===== src/rtl/mac_ip_encode_deadlock_reporter.sv =====
// Deadlock reporter for the mac_ip_encode dataflow monitor.
// Waits for the block flag to persist for a programmable number of cycles,
// snapshots the per-process stall vectors, offers the snapshot on a
// valid/ready channel, raises a sticky interrupt and keeps event and
// stall-duration counters.
module mac_ip_encode_deadlock_reporter #(
    parameter int NUM_PROC  = 10,
    parameter int PERSIST_W = 16,
    parameter int CNT_W     = 16
) (
    input  logic                 ap_clk,
    input  logic                 ap_rst_n,
    input  logic                 enable,
    input  logic                 block_in,
    input  logic [NUM_PROC-1:0]  proc_idle_vec,
    input  logic [NUM_PROC-1:0]  proc_chan_block_vec,
    input  logic [NUM_PROC-1:0]  proc_axis_block_vec,
    input  logic [PERSIST_W-1:0] persist_thresh,
    input  logic                 clear,
    output logic                 report_valid,
    input  logic                 report_ready,
    output logic [NUM_PROC-1:0]  report_idle,
    output logic [NUM_PROC-1:0]  report_chan,
    output logic [NUM_PROC-1:0]  report_axis,
    output logic [PERSIST_W-1:0] stall_cycles,
    output logic [CNT_W-1:0]     event_count,
    output logic                 irq
);

    typedef enum logic [1:0] {
        S_IDLE   = 2'd0,
        S_ARM    = 2'd1,
        S_REPORT = 2'd2,
        S_HOLD   = 2'd3
    } state_t;

    localparam logic [PERSIST_W-1:0] P_ONE = PERSIST_W'(1);
    localparam logic [CNT_W-1:0]     C_ONE = CNT_W'(1);

    state_t                state_q;
    logic [PERSIST_W-1:0]  cnt_q;
    logic                  report_valid_q;
    logic [NUM_PROC-1:0]   report_idle_q;
    logic [NUM_PROC-1:0]   report_chan_q;
    logic [NUM_PROC-1:0]   report_axis_q;
    logic [PERSIST_W-1:0]  stall_q;
    logic [PERSIST_W-1:0]  stall_d;
    logic [CNT_W-1:0]      event_q;
    logic [CNT_W-1:0]      event_d;
    logic                  irq_q;
    logic                  irq_d;

    logic [PERSIST_W-1:0]  thresh_eff;
    logic [PERSIST_W:0]    cnt_inc;
    logic                  arm_done;
    logic                  capture;

    // Effective threshold, persistence check (one extra bit so cnt+1 never wraps) and capture strobe
    always_comb begin
        thresh_eff = (persist_thresh == '0) ? P_ONE : persist_thresh;
        cnt_inc    = {1'b0, cnt_q} + {{PERSIST_W{1'b0}}, 1'b1};
        arm_done   = (cnt_inc >= {1'b0, thresh_eff});
        capture    = enable && block_in &&
                     (((state_q == S_IDLE) && (thresh_eff == P_ONE)) ||
                      ((state_q == S_ARM) && arm_done));
    end

    // Detection FSM with registered report channel; snapshot taken on capture
    always_ff @(posedge ap_clk or negedge ap_rst_n) begin
        if (!ap_rst_n) begin
            state_q        <= S_IDLE;
            cnt_q          <= '0;
            report_valid_q <= 1'b0;
            report_idle_q  <= '0;
            report_chan_q  <= '0;
            report_axis_q  <= '0;
        end else begin
            if (capture) begin
                state_q        <= S_REPORT;
                cnt_q          <= '0;
                report_valid_q <= 1'b1;
                report_idle_q  <= proc_idle_vec;
                report_chan_q  <= proc_chan_block_vec;
                report_axis_q  <= proc_axis_block_vec;
            end else begin
                case (state_q)
                    S_IDLE: begin
                        if (enable && block_in) begin
                            state_q <= S_ARM;
                            cnt_q   <= P_ONE;
                        end
                    end
                    S_ARM: begin
                        // Any dropout restarts persistence from zero
                        if (!block_in || !enable) begin
                            state_q <= S_IDLE;
                            cnt_q   <= '0;
                        end else begin
                            cnt_q <= cnt_inc[PERSIST_W-1:0];
                        end
                    end
                    S_REPORT: begin
                        // enable is deliberately ignored until the snapshot is consumed
                        if (report_ready) begin
                            report_valid_q <= 1'b0;
                            state_q        <= block_in ? S_HOLD : S_IDLE;
                        end
                    end
                    S_HOLD: begin
                        // The same deadlock episode is reported only once
                        if (!block_in) begin
                            state_q <= S_IDLE;
                        end
                    end
                    default: begin
                        state_q <= S_IDLE;
                    end
                endcase
            end
        end
    end

    // Next values for the sticky irq, saturating event counter and stall counter
    always_comb begin
        irq_d   = irq_q;
        event_d = event_q;
        if (capture) begin
            irq_d   = 1'b1;
            // A coincident clear is overridden: the count restarts at one
            event_d = clear ? C_ONE : ((event_q == '1) ? event_q : event_q + C_ONE);
        end else if (clear) begin
            irq_d   = 1'b0;
            event_d = '0;
        end
        if (block_in) begin
            stall_d = (stall_q == '1) ? stall_q : stall_q + P_ONE;
        end else begin
            stall_d = '0;
        end
    end

    // Counter and interrupt registers
    always_ff @(posedge ap_clk or negedge ap_rst_n) begin
        if (!ap_rst_n) begin
            irq_q   <= 1'b0;
            event_q <= '0;
            stall_q <= '0;
        end else begin
            irq_q   <= irq_d;
            event_q <= event_d;
            stall_q <= stall_d;
        end
    end

    assign report_valid = report_valid_q;
    assign report_idle  = report_idle_q;
    assign report_chan  = report_chan_q;
    assign report_axis  = report_axis_q;
    assign stall_cycles = stall_q;
    assign event_count  = event_q;
    assign irq          = irq_q;

endmodule


===== config.mk =====
export PLATFORM = sky130hd
export DESIGN_NAME = mac_ip_encode_deadlock_reporter
export DESIGN_NICKNAME = d
export VERILOG_FILES = /design/src/rtl/mac_ip_encode_deadlock_reporter.sv
export SDC_FILE = /design/constraint.sdc
export NUM_CORES = 1
export LEC_CHECK = 0
export CAP_MARGIN = 10
export CORE_MARGIN = 5
export CORE_UTILIZATION = 45
export DETAILED_ROUTE_END_ITERATION = 10
export PLACE_DENSITY_LB_ADDON = 0.2
export SYNTH_ARGS = -nofsm -noshare
export SYNTH_HDL_FRONTEND = slang
export SYNTH_SLANG_ARGS = --single-unit
export TNS_END_PERCENT = 20

===== constraint.sdc =====
create_clock -name ap_clk -period 6 [get_ports ap_clk]
set_input_delay 0.6 -clock ap_clk [delete_from_list [all_inputs] [get_ports ap_clk]]
set_output_delay 0.6 -clock ap_clk [all_outputs]
set_load 0.01 [all_outputs]

# Word level (Yosys, flattened, before mapping)

Cells that the tools add are included.

Output and inout port bits: 64
Register bits after elaboration: 82
Bits of input ports: 52

Magnitude comparators: 1
Equal/unequal tests: 12
Muxes and demuxes: 23
Reduce and logical (&&, ||, !) cells: 18
$add $sub $neg: 3

Operator list:

| operator                                       | count |
|---|---|
| 2-to-1 mux 16 bit                              | 10 |
| adder 16 x 1 -> 16 bit, second input constant  | 2 |
| == test 16 bit, second input constant          | 2 |
| one-hot mux 16 bit (2 select lines)            | 1 |
| adder 16 x 1 -> 17 bit, second input constant  | 1 |
| greater-or-equal comparator 17 x 16 -> 1 bit   | 1 |
| == test 16 x 1 -> 1 bit, second input constant | 1 |
| zero test 16 bit                               | 1 |
| 2-to-1 mux 2 bit                               | 6 |
| one-hot mux 2 bit (4 select lines)             | 1 |
| != test 3 x 2 -> 1 bit, second input constant  | 2 |
| != test 3 bit, second input constant           | 2 |
| AND reduction 2 bit                            | 3 |
| nonzero test 2 bit                             | 3 |
| 2-to-1 mux 1 bit                               | 5 |
| == test 2 bit, second input constant           | 2 |
| logical AND 1 bit                              | 4 |
| != test 2 bit, second input constant           | 2 |
| AND reduction 4 bit                            | 1 |
| nonzero test 3 bit                             | 1 |
| == test 2 x 1 -> 1 bit, second input constant  | 1 |
| zero test 1 bit                                | 2 |
| zero test 2 bit                                | 1 |
| logical OR 1 bit                               | 2 |

# Logic depth before layout (Yosys ltp)

Depth after elaboration: 8
Depth in mapped cells: 14
Depth with buffers taken out: 12

# Least setup slack after synthesis

Ideal clock, no wire load.

Kind: register to register
Start point: register cnt_q[0]
End point: register event_q[11], in the netlist event_count[11]
Stages on the path, launching flop included: 14
Arrival: 3.166 ns
Data required time: 5.872 ns
Slack: 2.706 ns
Period minus slack after synthesis: 3.294 ns
Cells stage by stage: dfrtp_1 -> ha_1 -> nand2_1 -> or2_2 -> clkbuf_1 -> nor2_1 -> xor2_1 -> ha_1 -> a21oi_2 -> o21ai_2 -> a2111oi_4 -> nand4_2 -> nor3b_2 -> mux2_1

Cells in the longest elaborated chain, start to end: 7
Elaborated cells on any way between the ends: 8
Those cells by class: 1 x add/sub; 1 x order compare; 1 x mux; 5 x reduce/logical

Ends and longest elaborated chain:

| item                                           | line | source |
|---|---|---|
| from (decl)                                    | 41   | `logic [PERSIST_W-1:0] cnt_q;` |
| from (signal assigned)                         | 99   | `cnt_q <= cnt_inc[PERSIST_W-1:0];` |
| adder 16 x 1 -> 17 bit *                       | 61   | `cnt_inc = {1'b0, cnt_q} + {{PERSIST_W{1'b0}}, 1'b1};` |
| greater-or-equal comparator 17 x 16 -> 1 bit * | 62   | `arm_done = (cnt_inc >= {1'b0, thresh_eff});` |
| logical AND 1 bit *                            | 65   | `((state_q == S_ARM) && arm_done));` |
| logical OR 1 bit *                             | 64   | `(((state_q == S_IDLE) && (thresh_eff == P_ONE)) \|\|` |
| logical AND 1 bit *                            | 63   | `capture = enable && block_in &&` |
| nonzero test 2 bit (no line)                   | -    |  |
| AND reduction 2 bit (no line)                  | -    |  |
| to (signal assigned)                           | 150  | `event_q <= event_d;` |
| to (decl)                                      | 48   | `logic [CNT_W-1:0] event_q;` |

Every way passes the cells marked *; elsewhere a longest branch is shown, timed or not.
A chain may end at the register's enable or synchronous reset.

# Final worst setup path

Start point: register cnt_q[0]
End point: register report_axis_q[2], in the netlist report_axis[2]

Cells in the longest elaborated chain, start to end: 5

Ends and longest elaborated chain:

| item                                         | line | source |
|---|---|---|
| adder 16 x 1 -> 17 bit                       | 61   |  |
| greater-or-equal comparator 17 x 16 -> 1 bit | 62   |  |
| logical AND 1 bit                            | 65   |  |
| logical OR 1 bit                             | 64   |  |
| logical AND 1 bit                            | 63   |  |
| to (signal assigned)                         | 84   | `report_axis_q <= proc_axis_block_vec;` |
| to (decl)                                    | 45   | `logic [NUM_PROC-1:0] report_axis_q;` |

No other way between the ends.

==> results.json <==
{
  "synth_top_family_by_area": "simple AND/OR/NAND/NOR gates",
  "fin_area_um2": 6086,
  "hold_violations": 0,
  "syn_avg_cell_area_um2": 10.42,
  "fillers": 878,
  "cts_tree": "done",
  "wl_per_cell_um": 16.12,
  "ys_warn_count": 0,
  "crit_path_start": "cnt_q[0]",
  "globalplace.congestion": 0.8458,
  "finalSetupViolCount": 0,
  "placementRows": 37,
  "path_cells": "ha_1 > nand2_1 > nor4_4 > nand2_1 > xnor2_1 > ha_1 > nand4_1 > nor4_1 > o21bai_1 > a41oi_4 > buf_4 > mux2_2",
  "clock_tree.buffer_depth": 2,
  "ys_seq_area_share_pct": 43.86,
  "yosys.area.top_type": "dfrtp_1",
  "p_seq_share_pct": 43.9,
  "dp_hpwl_um": 8156,
  "worstMarginPinSlew_ns": 1.115,
  "remaining_drc_errors": 0,
  "worstSetupPathType": "register to register",
  "clkLatencyLatePin_ns": 0.36,
  "synthSimpleGateAreaFrac_pct": 21.72,
  "p_comb_share_pct": 30.7,
  "p_clk_share_pct": 25.5,
  "synthMuxAreaShare_pct": 9.334,
  "drt-vias-per-instance": 5.287,
  "n_antenna_cell": 0,
  "dieHeight_um": 112.0,
  "max-slew-margin-rel_pct": 25.08,
  "worstPathRequired_ns": 6.23,
  "yosysUniqueCellTypes": 57,
  "antenna_found_initial": 0,
  "syn2layout_area_growth_pct": 30.09,
  "synth_top_area_share_pct": 43.86,
  "dr_total_vias": 3690,
  "grt_max_degree": 83,
  "cp-start-kind": "register",
  "wirelength_um": 11250,
  "synth_area_um2": 4678,
  "ys_ff_latch": 82,
  "htreeDepth": 3,
  "die_w_um": 112.0,
  "finalSetupTns_ns": 0,
  "cts_resized": 0,
  "grt_pass1_vias": 3832,
  "synthAdderAreaFrac_pct": 5.082,
  "status": "complete, no violations",
  "worst_slack_ns": 1.995,
  "max_cap_viol_count": 0,
  "switching_share_pct": 28.97,
  "instances_no_fill": 698,
  "dieArea_um2": 12540,
  "grt_pass1_wl_um": 19020,
  "cp_data_arrival_time_ns": 4.23,
  "syn_inst": 449,
  "final-max-slew-violation-count": 0,
  "path_clk_slew_ns": 0.09,
  "port_buffers": 115,
  "synth_ff_type": "dfrtp_1",
  "ir_drop_mv": 0.2216,
  "start_util_pct": 45.73,
  "worstPathMaxFanout": 24,
  "clock_sinks": 82,
  "cts_root_buf": "clkbuf_8",
  "grt_use_total_pct": 18.33,
  "fmaxAchievable_ghz": 0.2497,
  "io_pins": 116,
  "placed_area_um2": 5874,
  "synth_compound_area_share_pct": 10.30,
  "synthArstFlopShare_pct": 100.0,
  "cts_buffers": 9,
  "p_int_mw": 1.191,
  "p_leak_nw": 2.545,
  "nets": 628,
  "grt_setup_unrepaired": "false",
  "core_area_um2": 10230,
  "synth-edff-count": 0,
  "first_pass_iters": 4,
  "power_switching_mw": 0.4858,
  "pre_cts_slack_ns": 1.806,
  "power-per-cell-area_nw_per_um2": 275.5,
  "synthXorXnorAreaFrac_pct": 4.680,
  "final_cell_mix": "clkdlybuf4s50_1 (114), dfrtp_1 (82), nor2_1 (44), nand2_1 (29), inv_1 (28)",
  "post-route-period-util_pct": 66.74,
  "final_common_cell": "clkdlybuf4s50_1",
  "ys_top_cells_by_area": "dfrtp_1 (44%), mux2_2 (5.5%), ha_1 (5.1%), xnor2_1 (3.6%), nor2_1 (3.5%)",
  "layout-drive-gt1-share_pct": 11.57,
  "fin_crit_ns": 4.005,
  "grt_overflow": 0,
  "drt_iter0_drc": 165,
  "endpoint_kind": "register",
  "dp.cells": 682,
  "r2r-start": "cnt_q[0]",
  "ctsHoldBuffers": 0,
  "critPathSlowestCell": "a41oi_4",
  "ant_nets": 0,
  "min_path_type": "input pin to async pin",
  "fin_util_pct": 59.48,
  "cts_setup_buffers": 0,
  "cp_slowest_stage_delay_ns": 0.61,
  "fin_skew_ns": 0.01750,
  "syn_nets": 520
}
==> routing by layer <==
layer | routed length, µm | GRT usage [%] | share of wire [%]
met1 | 5195 | 23.72 | 46
met2 | 4932 | 27.94 | 44
met3 | 929 | 7.011 | 8.3
met4 | 193 | 6.891 | 1.7
met5 | 0 | 0 | 0
==> final cells by class <==
cell class | instances | area (µm²) | share of cell area [%]
Clock buffer | 11 | 151.4 | 2.488
Clock inverter | 5 | 60.06 | 0.9868
Inverter | 28 | 105.1 | 1.727
Multi-Input combinational cell | 320 | 2391 | 39.29
Sequential cell | 82 | 2052 | 33.72
Tap cell | 136 | 170.2 | 2.796
Timing Repair Buffer | 116 | 1156 | 19.00
==> logic make-up after synthesis <==
logic type               Yosys count
AO/OA/AOI/OAI                     57
XOR/XNOR                          25
adder cells (fa/ha/maj)           19
buffers and inverters             47
flip-flops                        82
multiplexers                      39
AND/OR/NAND/NOR                  180
==> per-stage QoR <==
stage	hold slack, ns	total power [mW]
global route	0.5073	1.772
global placement	0.4670	1.255
floorplan	0.3044	0.9507
CTS	0.4611	1.702
detailed placement	0.4777	1.260
finish	0.4192	1.677
==> power by group through the flow <==
stage | registers [mW] | clock network (mW) | logic (mW)
after floorplan | 0.788 | 0 | 0.162
after global placement | 0.741 | 0 | 0.514
after detailed placement | 0.743 | 0 | 0.517
after CTS | 0.737 | 0.443 | 0.521
after global routing | 0.752 | 0.463 | 0.557
final | 0.736 | 0.427 | 0.514
==> synthesized netlist by cell type, types with 2 or more instances <==
| master | instances |
|---|---|
| a21o_1 | 3 |
| a21oi_1 | 12 |
| a21oi_2 | 2 |
| a221o_1 | 9 |
| a22o_1 | 6 |
| a311oi_1 | 4 |
| a31o_1 | 4 |
| and2_1 | 6 |
| and3_1 | 5 |
| and4_1 | 4 |
| buf_2 | 2 |
| buf_4 | 3 |
| buf_6 | 6 |
| clkbuf_1 | 7 |
| dfrtp_1 | 82 |
| ha_1 | 19 |
| inv_1 | 28 |
| mux2_1 | 14 |
| mux2_2 | 23 |
| mux2i_1 | 2 |
| nand2_1 | 29 |
| nand2b_1 | 4 |
| nand3_1 | 18 |
| nand4_1 | 10 |
| nor2_1 | 44 |
| nor2b_1 | 11 |
| nor3_1 | 18 |
| nor3b_1 | 2 |
| nor3b_2 | 6 |
| nor4_1 | 7 |
| nor4b_1 | 4 |
| o21ai_0 | 6 |
| or2_2 | 2 |
| xnor2_1 | 19 |
| xor2_1 | 6 |
==> registers in the layout, indices dropped and copies added, names as in the netlist <==
| name | cells |
|---|---|
| stall_cycles | 16 |
| report_chan | 10 |
| report_idle | 10 |
| irq | 1 |
| cnt_q | 16 |
| report_axis | 10 |
| state_q | 2 |
| report_valid | 1 |
| event_count | 16 |
==> worst paths after layout <==
path | endpoint | slack [ns] | cells past startpoint
max reg2reg | report_axis[2] | 2.00 | 12
max | report_axis[2] | 2.00 | 12
min reg2reg | report_axis[9] | 0.50 | 1
min in group ap_clk | report_axis[9] | 0.50 | 1
min | cnt_q[9] | 0.42 | 1
max in group asynchronous | report_idle[5] | 4.89 | 1
==> critical path: cells and delay by family (launching register included) <==
family,cells,cell delay (ns)
simple gates,5,1.10
compound gates,2,0.79
fa+ha+maj,2,0.60
flops,1,0.45
buf+inv,1,0.41
mux,1,0.37
xor+xnor,1,0.15
No activity file was read; power rests on OpenSTA's default activity.
